`src/rtl/lcd_bus_arbiter.sv`:
```
// lcd_bus_arbiter: HD44780 init sequencer and two-client bus arbiter.
// Ports: CLOCK_50/RESET_N, req/word/ack x2, backlight, ready/busy, LCD_*.
//
// After reset the block waits T_PWRUP cycles, then issues the 7-command
// init sequence. Once ready, it grants {RS,DATA} words from two requesters
// round-robin. Every word gets setup, enable and post-enable wait timing.
// LCD_RW is tied low. All other outputs are registered.
module lcd_bus_arbiter #(
  parameter int T_PWRUP = 1000000,
  parameter int T_SETUP = 2,
  parameter int T_EN    = 16,
  parameter int T_WAIT  = 262144,
  parameter int T_LONG  = 100000
) (
  input  logic       CLOCK_50,
  input  logic       RESET_N,
  input  logic       req0,
  input  logic [8:0] word0,
  output logic       ack0,
  input  logic       req1,
  input  logic [8:0] word1,
  output logic       ack1,
  input  logic       backlight,
  output logic       ready,
  output logic       busy,
  output logic       LCD_ON,
  output logic       LCD_BLON,
  output logic       LCD_EN,
  output logic       LCD_RS,
  output logic       LCD_RW,
  output logic [7:0] LCD_DATA
);

  localparam int T_LW = (T_LONG > T_WAIT) ? T_LONG : T_WAIT;

  localparam logic [19:0] L_PWRUP = 20'(T_PWRUP - 1);
  localparam logic [19:0] L_SETUP = 20'(T_SETUP - 1);
  localparam logic [19:0] L_EN    = 20'(T_EN - 1);
  localparam logic [19:0] L_WAIT  = 20'(T_WAIT - 1);
  localparam logic [19:0] L_LWAIT = 20'(T_LW - 1);

  typedef enum logic [2:0] {
    S_PWRUP,
    S_ISETUP,
    S_IEN,
    S_IWAIT,
    S_IDLE,
    S_SETUP,
    S_EN_HI,
    S_WAIT
  } state_t;

  state_t      state, state_n;
  logic [19:0] cnt, cnt_n, cnt_dec;
  logic [2:0]  idx, idx_n;
  logic        ptr, ptr_n;
  logic        rs_q, rs_n;
  logic [7:0]  data_q, data_n;
  logic        en_q, en_n;
  logic        ack0_q, ack0_n;
  logic        ack1_q, ack1_n;
  logic        ready_q, ready_n;
  logic        busy_q;
  logic        blon_q;
  logic        on_q;
  logic        done;
  logic        gnt1;
  logic [19:0] post_wait;

  function automatic logic [7:0] init_cmd(input logic [2:0] i);
    logic [7:0] c;
    case (i)
      3'd0:    c = 8'h30;
      3'd1:    c = 8'h30;
      3'd2:    c = 8'h30;
      3'd3:    c = 8'h38;
      3'd4:    c = 8'h0C;
      3'd5:    c = 8'h01;
      default: c = 8'h06;
    endcase
    return c;
  endfunction

  assign done    = (cnt == 20'd0);
  assign cnt_dec = cnt - 20'd1;

  // Tie goes to whoever was not granted last (ptr holds the last grant).
  assign gnt1 = req1 & (~req0 | ~ptr);

  // Clear (0x01) and home (0x02/0x03) need the long settle time.
  assign post_wait = (!rs_q && data_q[7:2] == 6'd0) ? L_LWAIT : L_WAIT;

  always_comb begin
    state_n = state;
    cnt_n   = cnt;
    idx_n   = idx;
    ptr_n   = ptr;
    rs_n    = rs_q;
    data_n  = data_q;
    en_n    = en_q;
    ack0_n  = 1'b0;
    ack1_n  = 1'b0;
    ready_n = ready_q;
    unique case (state)
      S_PWRUP: begin
        if (done) begin
          state_n = S_ISETUP;
          cnt_n   = L_SETUP;
          rs_n    = 1'b0;
          data_n  = init_cmd(idx);
        end else begin
          cnt_n = cnt_dec;
        end
      end
      S_ISETUP: begin
        if (done) begin
          state_n = S_IEN;
          cnt_n   = L_EN;
          en_n    = 1'b1;
        end else begin
          cnt_n = cnt_dec;
        end
      end
      S_IEN: begin
        if (done) begin
          state_n = S_IWAIT;
          cnt_n   = post_wait;
          en_n    = 1'b0;
        end else begin
          cnt_n = cnt_dec;
        end
      end
      S_IWAIT: begin
        if (done) begin
          if (idx == 3'd6) begin
            state_n = S_IDLE;
            ready_n = 1'b1;
          end else begin
            idx_n   = 3'(idx + 3'd1);
            state_n = S_ISETUP;
            cnt_n   = L_SETUP;
            data_n  = init_cmd(3'(idx + 3'd1));
          end
        end else begin
          cnt_n = cnt_dec;
        end
      end
      S_IDLE: begin
        if (ready_q && (req0 || req1)) begin
          state_n = S_SETUP;
          cnt_n   = L_SETUP;
          ptr_n   = gnt1;
          ack1_n  = gnt1;
          ack0_n  = ~gnt1;
          rs_n    = gnt1 ? word1[8] : word0[8];
          data_n  = gnt1 ? word1[7:0] : word0[7:0];
        end
      end
      S_SETUP: begin
        if (done) begin
          state_n = S_EN_HI;
          cnt_n   = L_EN;
          en_n    = 1'b1;
        end else begin
          cnt_n = cnt_dec;
        end
      end
      S_EN_HI: begin
        if (done) begin
          state_n = S_WAIT;
          cnt_n   = post_wait;
          en_n    = 1'b0;
        end else begin
          cnt_n = cnt_dec;
        end
      end
      S_WAIT: begin
        if (done) begin
          state_n = S_IDLE;
        end else begin
          cnt_n = cnt_dec;
        end
      end
    endcase
  end

  always_ff @(posedge CLOCK_50 or negedge RESET_N) begin
    if (!RESET_N) begin
      state   <= S_PWRUP;
      cnt     <= L_PWRUP;
      idx     <= 3'd0;
      ptr     <= 1'b1;
      rs_q    <= 1'b0;
      data_q  <= 8'h00;
      en_q    <= 1'b0;
      ack0_q  <= 1'b0;
      ack1_q  <= 1'b0;
      ready_q <= 1'b0;
      busy_q  <= 1'b1;
      blon_q  <= 1'b0;
      on_q    <= 1'b1;
    end else begin
      state   <= state_n;
      cnt     <= cnt_n;
      idx     <= idx_n;
      ptr     <= ptr_n;
      rs_q    <= rs_n;
      data_q  <= data_n;
      en_q    <= en_n;
      ack0_q  <= ack0_n;
      ack1_q  <= ack1_n;
      ready_q <= ready_n;
      busy_q  <= (state_n != S_IDLE);
      blon_q  <= backlight;
      on_q    <= 1'b1;
    end
  end

  assign ack0     = ack0_q;
  assign ack1     = ack1_q;
  assign ready    = ready_q;
  assign busy     = busy_q;
  assign LCD_ON   = on_q;
  assign LCD_BLON = blon_q;
  assign LCD_EN   = en_q;
  assign LCD_RS   = rs_q;
  assign LCD_RW   = 1'b0;
  assign LCD_DATA = data_q;

endmodule

```
`config.mk`:
```
export PLATFORM = sky130hd
export DESIGN_NAME = lcd_bus_arbiter
export DESIGN_NICKNAME = d
export VERILOG_FILES = /design/src/rtl/lcd_bus_arbiter.sv
export SDC_FILE = /design/constraint.sdc
export NUM_CORES = 1
export LEC_CHECK = 0
export CORE_MARGIN = 2
export CORE_UTILIZATION = 41
export DETAILED_ROUTE_END_ITERATION = 7
export GPL_ROUTABILITY_DRIVEN = 1
export PLACE_DENSITY = 0.71
export SLEW_MARGIN = 0
export SYNTH_ARGS = -nofsm -noshare
export SYNTH_HDL_FRONTEND = slang
export SYNTH_SLANG_ARGS = --single-unit
```
`constraint.sdc`:
```
create_clock -name CLOCK_50 -period 5.3 [get_ports CLOCK_50]
set_input_delay 1.06 -clock CLOCK_50 [delete_from_list [all_inputs] [get_ports CLOCK_50]]
set_output_delay 1.06 -clock CLOCK_50 [all_outputs]
set_load 0.01 [all_outputs]
```
==> run_results.csv <==
group,metric,value,unit
clock_tree,cts.sinks,42,
global_route,met2_usage,31.5,%
power_and_ir_drop,netSwitchingFraction,20.5,%
logic_synthesis,yosysTopAreaCellShare,25.0,%
routing,drcViolationCount,0,
logic_synthesis,synth_most_common_cell,"dfrtp_1",
timing,setup-violations-final,0,
logic_synthesis,synth_top_area_cell,"dfrtp_1",
timing,clock_skew,0.0157,ns
global_route,grt_use_met1,25.9,%
logic_synthesis,syn_area_per_cell,9.17,um^2
critical_path,required,5.48,ns
global_route,top_usage_layer,"met2",
clock_tree,clockBufferDepth,2,
logic_synthesis,ys.flop_type,"dfrtp_1",
logic_synthesis,synth_common_cells,"dfrtp_1, nand2_1, inv_1",
timing,finalMaxSlewViolations,0,
placed_design,hpwl,4780,um
die,io_pins,40,
die,die_y,86.7,um
global_route,grt_usage,19.2,%
logic_synthesis,yosysSeqAreaShare,38.1,%
routing,drt-total-wl,6560,um
logic_synthesis,synth-seq-cells,42,
clock_tree,clockRootBuffer,"clkbuf_8",
timing,relSlewSlack,22.2,%
critical_path,cp-end-kind,"flop",
power_and_ir_drop,p_int,0.480,mW
layout,n_antenna_cell,0,
logic_synthesis,netlist_top_cells_area,"dfrtp_1, dfstp_2, ha_1",
timing,finalSetupTns,0,ns
layout,layout-drive-gt1-share,11.7,%
power_and_ir_drop,power_switching,0.124,mW
routing,drtPass1Iterations,4,
power_and_ir_drop,pwr-share-clk,41.8,%
global_route,grt_max_degree,43,
die,die_width,86.7,um
timing,hold_viol,0,
power_and_ir_drop,p_seq_share,53.2,%
clock_tree,clk_pin_slew,0.08,ns
placed_design,io_buffers,37,
logic_synthesis,synth_fp_nets,342,
routing,ant_nets,0,
die,die-area,7520,um^2
clock_tree,cts_inserted_buffers,5,
global_route,globalRouteOverflowTotal,0,
timing,fmax,338,MHz
layout,nFillCells,650,
clock_tree,cts-resized-gates,0,
routing,wl_per_cell,15.9,um
routing,drt_iter0_drc,190,
routing,vias,2430,
logic_synthesis,ys_warn_count,0,
logic_synthesis,synth_cells,306,
run,drv_cap,0,
timing,worst_pin_slew,1.16,ns
logic_synthesis,ys_types,64,
clock_tree,cts_max_level,2,
clock_tree,hold_buffers,0,
placed_design,routabilityCongestion,0.820,
global_route,first_global_vias,2402,
layout,nets,368,
global_route,gr-usage-met3,2.95,%
worst_hold_path,hp-class,"reg2reg",
layout,syn_to_final_growth,17.3,%
global_route,grt_pass1_wl,11400,um
critical_path,cp_max_fo,11,
outcome,run_status,"finished clean",
critical_path,startpoint_type,"primary input",
die,core_area,6720,um^2
power_and_ir_drop,power_density,183,nW/um^2
global_route,antenna_found_initial,0,
timing,fin_crit_sh,55.9,%
power_and_ir_drop,power_frac_comb,5.1,%
routing,post_drt_via_cell_ratio,5.88,
clock_tree,cts_tree,"yes",
power_and_ir_drop,leakagePower,1.41,nW
critical_path,critical_path_class,"in2reg",
critical_path,cp.arrival,3.14,ns
power_and_ir_drop,ir_drop,0.113,mV
power_and_ir_drop,total_power,0.604,mW
die,start_util,41.8,%
logic_synthesis,synth_edf_count,0,
timing,rsz0062_at_grt,"false",
logic_synthesis,async_reset_ff_share,100,%
logic_synthesis,syn_area,2810,um^2
timing,min_period,2.96,ns
die,placementRows,30,
clock_tree,cts_setup_buffers,0,
clock_tree,clock_latency,0.30,ns
==> worst max-delay path: stages <==
cell and delay, ns:
clkdlybuf4s50_1 0.48, a21boi_1 0.93, mux2i_1 0.30, o211ai_1 0.10
mux2_2 0.27
==> flip-flops by register name, summed over array words and instances, names as in the netlist, 3 cells and up <==
| register | count |
|---|---|
| state | 3 |
| idx | 3 |
| cnt | 20 |
| LCD_DATA | 8 |
==> cells by family after synthesis <==
logic type	after synthesis	synth area share [%]
adder cells (fa/ha/maj)	13	5.80
buffers and inverters	37	5.62
XOR/XNOR	1	0.312
other	2	0.268
flip-flops	42	38.1
AND/OR/NAND/NOR	103	21.1
AO/OA/AOI/OAI	92	22.8
multiplexers	16	6.02
==> power by group through the flow <==
stage	clock, mW	combinational [mW]	sequential (mW)
after floorplan	0	0.00777	0.327
after global placement	0	0.0311	0.327
after detailed placement	0	0.0314	0.327
after CTS	0.256	0.0315	0.321
after global routing	0.271	0.0338	0.321
final	0.252	0.0306	0.321
==> stage by stage <==
step / cells / setup slack [ns] / utilization, % / area [um^2] / hold WS, ns
after global routing: 413 / 2.19 / 49.0 / 3290 / 0.507
after global placement: 405 / 2.09 / 47.4 / 3190 / 0.477
after floorplan: 306 / 3.05 / - / 2810 / 0.467
after CTS: 413 / 2.35 / 49.0 / 3290 / 0.497
final: 413 / 2.34 / 49.0 / 3290 / 0.487
after detailed placement: 405 / 2.03 / 47.4 / 3190 / 0.476
==> final cells by class <==
type | instances | area (um^2) | share of cell area [%]
clock inverter | 1 | 30.0 | 0.912
inverter | 19 | 71.3 | 2.17
multi-input combinational | 227 | 1580 | 48.0
timing repair buffer | 37 | 365 | 11.1
sequential | 42 | 1070 | 32.5
clock buffer | 7 | 76.3 | 2.32
tap | 80 | 100 | 3.04
==> layout by cell type (no fill, tap or decap), drive strengths merged, types with 7 or more instances in the layout <==
master / Yosys / routed
clkdlybuf4s50: 0 / 36
dfrtp: 28 / 28
nand2: 21 / 21
inv: 19 / 19
a21oi: 17 / 17
o21ai: 16 / 16
nor2: 15 / 15
nand3: 14 / 14
dfstp: 14 / 14
ha: 13 / 13
a31oi: 11 / 11
mux2i: 9 / 9
nor3: 8 / 8
nand2b: 7 / 7
and3: 7 / 7
or3: 7 / 7
mux2: 7 / 7
clkbuf: 9 / 7
==> final timing paths <==
check | startpoint | endpoint | slack (ns) | depth (start not counted)
setup / recovery | req1 | LCD_DATA[3] | 2.34 | 5
hold / removal | LCD_DATA[6] | LCD_DATA[6] | 0.49 | 1
setup reg to reg | cnt[6] | cnt[17] | 2.54 | 5
hold reg to reg | LCD_DATA[6] | LCD_DATA[6] | 0.49 | 1
max in group asynchronous | RESET_N | cnt[12] | 3.81 | 1
min in group asynchronous | RESET_N | cnt[11] | 0.89 | 1
==> layer usage <==
layer / wire length (um) / share of wire (%)
met1: 2940 / 45
met2: 3310 / 50
met3: 219 / 3.3
met4: 94 / 1.4
met5: 0 / 0
(Power assumes the default switching activity.)
